## config.mk

```make
export PLATFORM = sky130hd
export DESIGN_NAME = ddr2_aref
export DESIGN_NICKNAME = d
export VERILOG_FILES = /design/src/rtl/ddr2_aref.sv
export SDC_FILE = /design/constraint.sdc
export NUM_CORES = 1
export LEC_CHECK = 0
export ABC_AREA = 1
export ABC_CLOCK_PERIOD_IN_PS = 5100
export CAP_MARGIN = 20
export CELL_PAD_IN_SITES_DETAIL_PLACEMENT = 1
export CELL_PAD_IN_SITES_GLOBAL_PLACEMENT = 1
export CORE_ASPECT_RATIO = 1.25
export CORE_UTILIZATION = 35
export DETAILED_ROUTE_END_ITERATION = 6
export PLACE_DENSITY_LB_ADDON = 0.1
export SLEW_MARGIN = 20
export SYNTH_ARGS = -nofsm -noshare
export SYNTH_HDL_FRONTEND = slang
export SYNTH_SLANG_ARGS = --single-unit
```

## constraint.sdc

```tcl
create_clock -name clk -period 5.1 [get_ports clk]
set_clock_uncertainty 0.1 [all_clocks]
set_input_delay 1.275 -clock clk [delete_from_list [all_inputs] [get_ports clk]]
set_output_delay 1.275 -clock clk [all_outputs]
set_load 0.01 [all_outputs]
```

## src/rtl/ddr2_aref.sv

```systemverilog
// DDR2 periodic auto-refresh sequencer: times tREFI, requests the bus, then issues PRE-all / AREF.
// Optional macro AREF_BURST_EN drains every pending refresh back-to-back under a single grant.
module ddr2_aref #(
  parameter int BA_BITS   = 3,
  parameter int ADDR_BITS = 14,
  parameter int tCK       = 5,
  parameter int tREFI     = 7800,
  parameter int tRP       = 15,
  parameter int tRFC      = 130,
  parameter int MAX_PEND  = 8
) (
  input  logic                 clk,
  input  logic                 rst_n,
  input  logic                 init_end,
  input  logic                 aref_en,
  output logic                 aref_req,
  output logic [3:0]           aref_cmd,
  output logic [BA_BITS-1:0]   aref_ba,
  output logic [ADDR_BITS-1:0] aref_addr,
  output logic                 aref_end,
  output logic                 aref_ovf
);

  localparam int REFI_CYC = tREFI / tCK;
  localparam int RP_RAW   = tRP / tCK;
  localparam int RFC_RAW  = tRFC / tCK;
  localparam int RP_CYC   = (RP_RAW  < 1) ? 1 : RP_RAW;
  localparam int RFC_CYC  = (RFC_RAW < 1) ? 1 : RFC_RAW;
  localparam int CNT_W    = (REFI_CYC > 1) ? $clog2(REFI_CYC) : 1;
  localparam int PEND_W   = $clog2(MAX_PEND + 1);
  localparam int WAIT_MAX = (RP_CYC > RFC_CYC) ? RP_CYC : RFC_CYC;
  localparam int WAIT_W   = $clog2(WAIT_MAX + 1);

  localparam logic [CNT_W-1:0]     REFI_LAST = CNT_W'(REFI_CYC - 1);
  localparam logic [PEND_W-1:0]    PEND_MAX  = PEND_W'(MAX_PEND);
  localparam logic [WAIT_W-1:0]    RP_LAST   = WAIT_W'((RP_CYC  > 1) ? RP_CYC  - 2 : 0);
  localparam logic [WAIT_W-1:0]    RFC_LAST  = WAIT_W'((RFC_CYC > 1) ? RFC_CYC - 2 : 0);
  localparam logic [ADDR_BITS-1:0] ADDR_A10  = ADDR_BITS'(1) << 10;

  localparam logic [3:0] CMD_NOP  = 4'b0111;
  localparam logic [3:0] CMD_PRE  = 4'b0010;
  localparam logic [3:0] CMD_AREF = 4'b0001;

  typedef enum logic [2:0] {
    ST_IDLE     = 3'd0,
    ST_PRE      = 3'd1,
    ST_WAIT_RP  = 3'd2,
    ST_AREF     = 3'd3,
    ST_WAIT_RFC = 3'd4,
    ST_DONE     = 3'd5
  } state_t;

  state_t              state_r, state_s;
  logic [CNT_W-1:0]    refi_cnt_r, refi_cnt_s;
  logic [PEND_W-1:0]   pend_r, pend_s;
  logic [WAIT_W-1:0]   wait_cnt_r, wait_cnt_s;
  logic                tick_s, dec_s, ovf_s;
  logic                aref_req_r, aref_end_r, aref_ovf_r;
  logic [3:0]          aref_cmd_r;
  logic [ADDR_BITS-1:0] aref_addr_r;

  function automatic logic [3:0] cmd_of(input state_t st);
    case (st)
      ST_PRE:  cmd_of = CMD_PRE;
      ST_AREF: cmd_of = CMD_AREF;
      default: cmd_of = CMD_NOP;
    endcase
  endfunction

  assign tick_s = init_end && (refi_cnt_r == REFI_LAST);
  assign dec_s  = (state_r == ST_AREF) && (pend_r != '0);

  // Interval counter and pending-refresh bookkeeping; a tick and a decrement together cancel.
  always_comb begin
    refi_cnt_s = refi_cnt_r;
    pend_s     = pend_r;
    ovf_s      = aref_ovf_r;
    if (!init_end) begin
      refi_cnt_s = '0;
      pend_s     = '0;
    end else begin
      refi_cnt_s = tick_s ? '0 : refi_cnt_r + CNT_W'(1);
      if (tick_s && !dec_s) begin
        if (pend_r == PEND_MAX) begin
          ovf_s = 1'b1;
        end else begin
          pend_s = pend_r + PEND_W'(1);
        end
      end else if (dec_s && !tick_s) begin
        pend_s = pend_r - PEND_W'(1);
      end else begin
        pend_s = pend_r;
      end
    end
  end

  // Sequencer next-state; wait_cnt restarts at zero on every wait-state entry.
  always_comb begin
    state_s    = state_r;
    wait_cnt_s = '0;
    case (state_r)
      ST_IDLE: begin
        if (aref_req_r && aref_en) begin
          state_s = ST_PRE;
        end else begin
          state_s = ST_IDLE;
        end
      end
      ST_PRE: begin
        if (RP_CYC > 1) begin
          state_s = ST_WAIT_RP;
        end else begin
          state_s = ST_AREF;
        end
      end
      ST_WAIT_RP: begin
        if (wait_cnt_r == RP_LAST) begin
          state_s = ST_AREF;
        end else begin
          wait_cnt_s = wait_cnt_r + WAIT_W'(1);
        end
      end
      ST_AREF: begin
        if (RFC_CYC > 1) begin
          state_s = ST_WAIT_RFC;
        end else begin
`ifdef AREF_BURST_EN
          state_s = (pend_s != '0) ? ST_AREF : ST_DONE;
`else
          state_s = ST_DONE;
`endif
        end
      end
      ST_WAIT_RFC: begin
        if (wait_cnt_r == RFC_LAST) begin
`ifdef AREF_BURST_EN
          state_s = (pend_r != '0) ? ST_AREF : ST_DONE;
`else
          state_s = ST_DONE;
`endif
        end else begin
          wait_cnt_s = wait_cnt_r + WAIT_W'(1);
        end
      end
      ST_DONE: state_s = ST_IDLE;
      default: state_s = ST_IDLE;
    endcase
  end

  // State, counters and registered outputs; command bus reflects the state held during the previous cycle.
  always_ff @(posedge clk or negedge rst_n) begin
    if (!rst_n) begin
      state_r     <= ST_IDLE;
      refi_cnt_r  <= '0;
      pend_r      <= '0;
      wait_cnt_r  <= '0;
      aref_req_r  <= 1'b0;
      aref_cmd_r  <= CMD_NOP;
      aref_addr_r <= '0;
      aref_end_r  <= 1'b0;
      aref_ovf_r  <= 1'b0;
    end else begin
      state_r     <= state_s;
      refi_cnt_r  <= refi_cnt_s;
      pend_r      <= pend_s;
      wait_cnt_r  <= wait_cnt_s;
      aref_req_r  <= (pend_s != '0) && (state_s == ST_IDLE);
      aref_cmd_r  <= cmd_of(state_r);
      aref_addr_r <= (state_r == ST_PRE) ? ADDR_A10 : '0;
      aref_end_r  <= (state_r == ST_DONE);
      aref_ovf_r  <= ovf_s;
    end
  end

  assign aref_req  = aref_req_r;
  assign aref_cmd  = aref_cmd_r;
  assign aref_ba   = '0;
  assign aref_addr = aref_addr_r;
  assign aref_end  = aref_end_r;
  assign aref_ovf  = aref_ovf_r;

endmodule

```

==> results by group <==
Status
  – Status: completed

Setup path
  – Worst EP arrival: approximately 2.9 ns
  – Most frequent cell on the critical path: nand2_1
  – Crit. path cell count: 12
  – CP startpoint kind: primary input
  – R2r setup slk: 3.16 ns
  – WP data required: just over 5 ns
  – CP max-delay cell: clkdlybuf4s50_1
  – Crit end category: register
  – Setup CP Type: primary input to register
  – Reg2reg path depth: 13
  – Crit Path Max Fanout: 6
  – Crit path cell chain: clkdlybuf4s50_1 -> nand2_2 -> nor2_4 -> nand3_2 -> nand2_2 -> nand2_1 -> nand2_1 -> nand2_1 -> nand2_1 -> nand2_1 -> nor2_1 -> nor2_1
  – CP top delay family: simple AND/OR/NAND/NOR gates
  – Slowest stage delay, CP: 0.59 ns
  – Crit path buf inv count: 1

Synthesis
  – Unique masters post-synth: 26
  – Post-synth top area cell: dfrtp_1
  – Top-count cell post-synth: nand2_1
  – Ys async rst share: between 90% and 100%
  – Cell Area, Synth: between 1500 and 2000 um2
  – Syn Inst Count: about 210
  – Yosys reg bits: 30
  – Post-Syn Area per Cell: 8.32 um2
  – Ranking of synthesized cells by area: dfrtp_1, buf_4, nand2_1
  – Prevailing post-synth register cell: dfrtp_1
  – YS warnings: 0
  – Commonest cells in the synthesized netlist: nand2_1, inv_1, dfrtp_1
  – Post-synth EDFFs: 0
  – Share of the yosys chip area belonging to registers: around 44%
  – Top cell type's share of synthesized area: around two fifths

Final layout
  – Area occupied by multi-input gates: 756 um2
  – Fin util: 41.1%
  – Antenna fix cells: 0
  – Share of cells above drive strength 1: roughly 13%
  – Non-filler instance count after layout: around 280
  – Filler cells: a little under 600
  – Synth-to-Final Area Change: 13.1%
  – Sequential cell area: approximately 750 um2
  – Total Nets Final: ~230

Clock network
  – Post-cts resize count: 0
  – CTS tree: built
  – Cts bufs inserted: 5
  – Worst-skew pair later-pin latency: approximately 0.28 ns
  – CTS clk-pin slew, worst paths: ~0.070 ns
  – Clock Tree Buf Depth: 2
  – # H-tree levels: 2
  – Root Buffer: clkbuf_8
  – Hold Buf Count CTS: 0
  – Post-CTS Repair Setup Buffers: 0
  – CTS sink count: 30

Floorplanning
  – Die ar.: roughly 5200 um2
  – Die Ht: ~80 um
  – Starting density of the core: approximately 36%
  – Core Rows: 28
  – Core area: roughly 4700 um2
  – Die X: 64.4 um
  – Ports: 28

Drt
  – Residual DRC count: 0
  – Routed WL: between 3 and 4 mm
  – DR WL/cell: between 10 and 15 um
  – Final antenna-violating net count: 0
  – Via count: between 1000 and 1500
  – DRT iter0 DRCs: 14
  – Via/cell ratio: between 4 and 5
  – First-pass detailed-route iteration total: 4

Timing
  – Fin crit period: roughly 2.8 ns
  – Fmax: 356 MHz
  – Setup-failing EPs final: 0
  – Setup TNS: 0 ns
  – Hold WS: 0.362 ns
  – Final period util: 55.0%
  – RSZ-0062 raised after global routing: false
  – Fin. max-slew vios: 0
  – Final Hold Vio Count: 0

Placed design
  – Port Buffers: 10
  – Final GP Congestion: around 0.75
  – HPWL Detailed: between 2 and 3 mm
  – Placed instance count: 275

Hold path
  – Worst Hold Class: register to register
  – Hold path cells: 1

Global route
  – Vias in the first global route: 1324
  – Total GRT Usage: 15.8%
  – Largest net degree at the start of global routing: 31
  – Initial antenna violation count: 0
  – First-pass GRT wire length: 6.11 mm
  – Grt ovf: 0

Power
  – Power Total: around 0.63 mW
  – Power Dens Cells: 325 nW/um2
  – Worst IR Drop VDD: around 0.00022 V
  – Leakage power: 0.997 nW

Flow run
  – Max Cap Viol: 0
worst reg2reg max path: stages, from the launching register on:
cell     delay (ns)
dfrtp_1        0.43
inv_1          0.10
ha_1           0.25
nand3_1        0.12
nand2_2        0.16
inv_2          0.09
nand2_2        0.11
nand2_1        0.06
nand2_1        0.07
nand2_1        0.06
nand2_1        0.08
nand2_1        0.06
nor2_1         0.10
nor2_1         0.05
cells by family (layout without fill, tap and decap cells):
kind of cell             after synthesis  after routing  share of synthesized area (%)
AND/OR/NAND/NOR                       98             98                           28.1
buffers and inverters                 51             53                           15.0
flip-flops                            30             30                           44.2
AO/OA/AOI/OAI                         11             11                           3.96
XOR/XNOR                               8              8                           4.11
adder cells (fa/ha/maj)                6              6                           4.40
other                                  1             17                          0.220
final timing paths:
kind,start,end
max,init_end,aref_req$_DFF_PN0_
min,state_r[0]$_DFF_PN0_,aref_cmd[2]$_DFF_PN1_
max reg2reg,pend_r[0]$_DFF_PN0_,aref_req$_DFF_PN0_
min reg2reg,state_r[0]$_DFF_PN0_,aref_cmd[2]$_DFF_PN1_
max in group asynchronous,rst_n,aref_cmd[2]$_DFF_PN1_
min in group asynchronous,rst_n,wait_cnt_r[4]$_DFF_PN0_
layout make-up:
type / count / share of cell area [%]
repair buffers: 11 / 5.58
clock inverters: 3 / 2.08
multi-input cells: 140 / 39.2
clock buffers: 5 / 3.57
inverters: 34 / 6.61
well taps: 60 / 3.89
flip-flops and latches: 30 / 39.1
cells in the final DEF, fill, tap and decap left out, types with 6 or more instances in the layout:
cell type and count:
nand2_1 32, inv_1 29, dfrtp_1 27, nor2_1 23
nand3_1 21, conb_1 17, clkdlybuf4s50_1 10, xor2_1 6
ha_1 6
sequential cells by signal (all words and copies together), names as in the netlist:
name / cells
state_r: 3
pend_r: 4
aref_addr: 1
aref_ovf: 1
aref_end: 1
wait_cnt_r: 5
aref_cmd: 3
aref_req: 1
refi_cnt_r: 11
report_power, final:
group          switching (mW)  internal, mW
logic                  0.0723        0.0411
clock network          0.0896         0.144
registers              0.0189         0.261
metal layers:
metal / GRT usage [%] / up-vias / part of all wire [%]
li1: - / 639 / -
met1: 16.7 / 618 / 41
met2: 29.8 / 8 / 55
met3: 3.43 / 6 / 1.9
met4: 6.67 / 0 / 1.6
met5: 0 / - / 0
stage by stage:
stage	cell area (um2)	worst slack, ns
finish	1930	2.29
CTS	1930	2.28
floorplan	1770	2.86
global placement	1820	2.05
detailed placement	1820	1.97
global route	1930	2.14
No activity file was read; power rests on OpenSTA's default activity.
==> RTL change 1 (same flow settings) <==
Change the parameter `MAX_PEND` from 8 to 32.
--- a/src/rtl/ddr2_aref.sv
+++ b/src/rtl/ddr2_aref.sv
@@ -7,7 +7,7 @@
   parameter int tREFI     = 7800,
   parameter int tRP       = 15,
   parameter int tRFC      = 130,
-  parameter int MAX_PEND  = 8
+  parameter int MAX_PEND  = 32
 ) (
   input  logic                 clk,
   input  logic                 rst_n,
Formal check against the unedited RTL: same outputs for any inputs over 10 cycles, from zero or initial values and one cycle with rst_n low; that may be too few to reach the edited logic, so the function may still have changed.
==> RTL change 1 against the original RTL <==
  * First-iteration DRC count grew to 2.9 times the old value
  * Synthesized cell count is 24% higher
  * Utilization is 0.55 points lower
  * Global-route usage is 0.34 points higher
  * Via count is 25% higher
  * Synthesized area is 18% higher
  * Clock power is 3% higher
  * Worst setup slack worse by 0.21 ns
  * Power is 1.8% higher
  * Final area is 15% higher
  * Non-clock buffer count stayed put
  * Routed wire length is 20% higher
  * Sequential cell count is 2 higher
  * Critical path type unchanged
  * Critical endpoint unchanged
==> RTL change 1: results (changes against the original RTL) <==
RUN_STATUS='finished clean'
DP_CELLS=327  # +19%
P_CLK_mW=0.241  # +3%
DP_SLACK_NS=1.79  # -0.186 ns
YOSYS_REGISTER_BITS=32  # +6.7%
INVERTERS_EXCL_CLOCK=42  # +24%
DRIVE_ABOVE_1_SHARE=0.129  # -0.00538
POWERSEQ_mW=0.291  # +4%
GRT_USE_TOTAL=0.162  # +0.00339
SYNTH_XOR_XNOR_AREA_SHARE=0.0304  # -0.0107
FINAL-NONCLK-BUF-SHARE=0.0462  # -0.00960
LAYOUT.NETS=281  # +21%
SETUP.REG_TO_REG.WORST_SLACK_NS=3.08  # -0.08 ns
NON_FILLER_CELLS_FINAL=335  # +18%
WORST-ENDPOINT-ARRIVAL_NS=3.08  # +0.20 ns
CP_MAX_FO=9  # +3
BIGGESTREGSBYFLOPS='refi_cnt_r x11, pend_r x6, wait_cnt_r x5'
SYNTH.TOP_CELLS.BY_COUNT='sky130_fd_sc_hd__nand2_1, sky130_fd_sc_hd__inv_1, sky130_fd_sc_hd__dfrtp_1, sky130_fd_sc_hd__nand3_1, sky130_fd_sc_hd__nor2_1'
WIRELENGTH_UM=4390  # +20%
POWER_FRAC_CLOCK=0.377  # +0.005
NETLIST-CELL-TYPE-COUNT=33  # +27%
SYNTH_CELLS=255  # +24%
TIMING.FINAL.CRIT_SHARE=0.591  # +0.0406
CLOCK_BUFFER_COUNT=6  # +1
MULTIINPUTGATEAREA_UM2=967  # +28%
RTL change 1: cell count changes in the layout (fill, tap and decap cells not counted), sizes merged, moves of 2 or more:
cell	change
nand3	+8
dfrtp	+2
nand2	+17
nor3	+3
nor3b	+3
nor2	+3
inv	+8
o21ai	-2
RTL change 1: worst min-delay path by stage:
stage                                end  slack [ns]                  from  depth (start not counted)
floorplan             aref_end$_DFF_PN0_        0.33  state_r[1]$_DFF_PN0_                          1
global placement    aref_ovf$_DFFE_PN0P_        0.36  aref_ovf$_DFFE_PN0P_                          1
detailed placement  aref_ovf$_DFFE_PN0P_        0.36  aref_ovf$_DFFE_PN0P_                          1
CTS                   aref_end$_DFF_PN0_        0.37  state_r[1]$_DFF_PN0_                          1
global route        aref_ovf$_DFFE_PN0P_        0.39  aref_ovf$_DFFE_PN0P_                          1
finish                aref_end$_DFF_PN0_        0.37  state_r[1]$_DFF_PN0_                          1
RTL change 1: worst max-delay path, cell delays in order:
cell,delay [ns]
sky130_fd_sc_hd__clkdlybuf4s50_1,0.71
sky130_fd_sc_hd__nand2_2,0.12
sky130_fd_sc_hd__nor2_4,0.14
sky130_fd_sc_hd__nand2_4,0.08
sky130_fd_sc_hd__nor2_8,0.16
sky130_fd_sc_hd__nand3_1,0.09
sky130_fd_sc_hd__nand2_1,0.06
sky130_fd_sc_hd__inv_1,0.05
sky130_fd_sc_hd__nand2_1,0.11
sky130_fd_sc_hd__nand2_1,0.06
sky130_fd_sc_hd__nor2_1,0.15
sky130_fd_sc_hd__a21oi_2,0.07
RTL change 1: per-layer routing:
layer / vias up / share of wire / GRT usage
li1: 795 / - / -
met1: 766 / 0.45 / 0.200
met2: 20 / 0.50 / 0.271
met3: 10 / 0.024 / 0.0326
met4: 0 / 0.027 / 0.0745
met5: - / 0 / 0
==> RTL change 2 (config.mk and constraints unchanged) <==
Made on the original files. The 6 states of `state_t` get a one-hot encoding in 6 bits.
--- a/src/rtl/ddr2_aref.sv
+++ b/src/rtl/ddr2_aref.sv
@@ -41,13 +41,13 @@
   localparam logic [3:0] CMD_PRE  = 4'b0010;
   localparam logic [3:0] CMD_AREF = 4'b0001;
 
-  typedef enum logic [2:0] {
-    ST_IDLE     = 3'd0,
-    ST_PRE      = 3'd1,
-    ST_WAIT_RP  = 3'd2,
-    ST_AREF     = 3'd3,
-    ST_WAIT_RFC = 3'd4,
-    ST_DONE     = 3'd5
+  typedef enum logic [5:0] {
+    ST_IDLE     = 6'b000001,
+    ST_PRE      = 6'b000010,
+    ST_WAIT_RP  = 6'b000100,
+    ST_AREF     = 6'b001000,
+    ST_WAIT_RFC = 6'b010000,
+    ST_DONE     = 6'b100000
   } state_t;
 
   state_t              state_r, state_s;
Behaviour: same outputs for any inputs over 10 cycles, from zero or initial values and one cycle with rst_n low; not proved beyond that.
==> RTL change 2 against the original RTL <==
  * Sequential share of layout area increased by 0.85 points
  * Final area increased by 7.8%
  * Routed wire length increased by 2.3%
  * Worst setup slack improved by 0.0028 ns
  * Synthesized area increased by 9.8%
  * Sequential cell count increased by 3
  * Non-clock buffer count unchanged
  * Critical path type unchanged
  * Critical endpoint unchanged
  * Highest routed layer unchanged
Power is not compared: it rests on default switching activity, and its combinational part moved more than twofold at a synthesized area within 25%.
==> RTL change 2: results (changes against the original RTL) <==
RUN_STATUS='finished clean'
CLOCK_TRANSITION_TIME_AT_THE_FLIP_FLOP_CLOCK_PINS_OF_THE_WORST_SETUP_AND_HOLD_PATHS_NS=0.07  # about the same
POST_CTS.REPAIR.SETUP_BUFFERS=0  # unchanged
CP_MAX_FO=6  # unchanged
WORST_PATH_LARGEST_CELL_DELAY_NS=0.60
WIRE_LENGTH_OF_THE_FIRST_GLOBAL_ROUTING_PASS_UM=6410  # +5.0%
NUMBER_OF_GATES_RESIZED_AFTER_CTS=0  # unchanged
CRITPATHSLOWESTCELL='sky130_fd_sc_hd__clkdlybuf4s50_1'
VIAS_IN_THE_FIRST_GLOBAL_ROUTE=1431  # +8.1%
DRIVE_ABOVE_1_SHARE=0.105  # -0.0293
DRT_FIRST_ITER_VIOLATIONS=54  # +40
DP_HPWL_UM=2920  # -0.22%
SETUP.REG_TO_REG.WORST_SLACK_NS=3.17  # about the same
WORST-ENDPOINT-ARRIVAL_NS=2.87  # about the same
VDD_IR_DROP_MAX_uV=181
ASYNC_SET_OR_RESET_REGISTER_RATIO_AFTER_SYNTHESIS=1.00  # unchanged
AVGVIACOUNTPERCELL=4.55  # +1.2%
GRT_MAX_DEGREE=34  # +9.7%
SYNTH.TOP_CELLS.BY_COUNT='sky130_fd_sc_hd__inv_1, sky130_fd_sc_hd__nand2_1, sky130_fd_sc_hd__dfrtp_1'
CTS-ROOT-TO-SINK-BUFFERS=2  # unchanged
WHS_ENDPOINT='aref_ovf$_DFFE_PN0P_'
BIGGESTREGSBYFLOPS='refi_cnt_r x11, state_r x6, wait_cnt_r x5'
POWER.STATIC_LEAKAGE_nW=1.05
SYNTH_AREA_LEADERS='sky130_fd_sc_hd__dfrtp_1, sky130_fd_sc_hd__inv_1, sky130_fd_sc_hd__buf_4, sky130_fd_sc_hd__nand2_1, sky130_fd_sc_hd__dfstp_2'
ANTENNA_FOUND_INITIAL=0  # unchanged
HOLD_START='aref_ovf$_DFFE_PN0P_'
WORST_HOLD_PATH_CLASS='reg2reg'
YOSYSSEQAREASHARE=0.444  # +0.00144
DP_SLACK_NS=2.00  # +0.0241 ns
CTS_MAX_LEVEL=2  # unchanged
CLOCK_INSERTION_DELAY_WORST_SKEW_NS=0.28  # about the same
DRTPASS1ITERATIONS=4  # unchanged
N_ANTENNA_CELL=0  # unchanged
CPLARGESTDELAYFAMILY='simple AND/OR/NAND/NOR gates'
NETLIST-CELL-TYPE-COUNT=27  # +3.8%
SYNTH_EDF_COUNT=0  # unchanged
CRITICAL_PATH.REG2REG.STARTPOINT='pend_r[0]$_DFF_PN0_'
LAYOUT.NETS=256  # +10%
NUMBER_OF_BUFFERS_CREATED_BY_CTS=5  # unchanged
WIRELENGTH_UM=3730  # +2.3%
GRT_USE_TOTAL=0.153  # -0.00577
WORST_R2R_PATH_DEPTH=12  # -1
ROUTABILITYCONGESTION=0.829  # +11%
SWITCHING_POWER_mW=0.131
DOMINANTREGCELLSYNTH='sky130_fd_sc_hd__dfrtp_1'
SYNTH_WARNINGS=0  # unchanged
HOLD_PATH_DEPTH=1  # unchanged
RTL change 2: cells by family after synthesis:
group / after synthesis / synth area share
compound gates: 15 / 0.0428
xor+xnor: 7 / 0.0328
fa+ha+maj: 6 / 0.0401
buf+inv: 58 / 0.150
flops: 33 / 0.444
other cells: 1 / 0.00200
simple gates: 109 / 0.288
RTL change 2: layout make-up:
cell class / count / area, um2
Fill cell: 645 / 3040
Clock buffer: 8 / 90.1
Inverter: 41 / 154
Sequential cell: 33 / 831
Tap cell: 62 / 77.6
Multi-Input combinational cell: 154 / 820
Timing Repair Buffer: 11 / 108
RTL change 2: worst register-to-register path: stages (launching register included):
cell,delay [ns]
sky130_fd_sc_hd__dfrtp_1,0.44
sky130_fd_sc_hd__inv_1,0.09
sky130_fd_sc_hd__ha_1,0.25
sky130_fd_sc_hd__nand3_1,0.14
sky130_fd_sc_hd__inv_1,0.05
sky130_fd_sc_hd__nor2_1,0.18
sky130_fd_sc_hd__nand2_1,0.13
sky130_fd_sc_hd__nand2_1,0.09
sky130_fd_sc_hd__nand2_1,0.05
sky130_fd_sc_hd__nand3_1,0.10
sky130_fd_sc_hd__nand2_1,0.08
sky130_fd_sc_hd__nor2_1,0.09
sky130_fd_sc_hd__nor2_1,0.04
RTL change 2: per-layer routing:
metal	share of wire	global-route usage	up-vias
li1	-	-	716
met1	0.46	0.181	671
met2	0.50	0.260	16
met3	0.027	0.0287	2
met4	0.0080	0.0638	0
met5	0	0	-
RTL change 2: per-stage QoR:
| stage | cell area, um2 | utilization | instances | hold slack, ns | power [mW] |
|---|---|---|---|---|---|
| final | 2080 | 0.406 | 309 | 0.387 | 0.524 |
| after global routing | 2080 | 0.406 | 309 | 0.419 | 0.555 |
| after CTS | 2080 | 0.406 | 309 | 0.391 | 0.536 |
| after detailed placement | 1990 | 0.389 | 301 | 0.370 | 0.327 |
| after global placement | 1990 | 0.389 | 301 | 0.366 | 0.327 |
| after floorplan | 1930 | - | 245 | 0.372 | 0.319 |
RTL change 2: worst max path at each step:
stage | startpoint | to | slack [ns] | cells past startpoint
floorplan | init_end | aref_req$_DFF_PN0_ | 2.80 | 11
finish | init_end | aref_req$_DFF_PN0_ | 2.30 | 12
detailed placement | init_end | aref_req$_DFF_PN0_ | 2.00 | 12
global route | init_end | aref_req$_DFF_PN0_ | 2.12 | 12
CTS | init_end | aref_req$_DFF_PN0_ | 2.29 | 12
global placement | init_end | aref_req$_DFF_PN0_ | 2.04 | 12
RTL change 2: power groups by stage:
stage / clock network, mW / logic (mW) / registers (mW)
3_5_place_dp: 0 / 0.0452 / 0.281
2_1_floorplan: 0 / 0.0394 / 0.280
6_report: 0.203 / 0.0442 / 0.276
4_1_cts: 0.214 / 0.0454 / 0.277
3_3_place_gp: 0 / 0.0454 / 0.281
5_1_grt: 0.225 / 0.0523 / 0.278
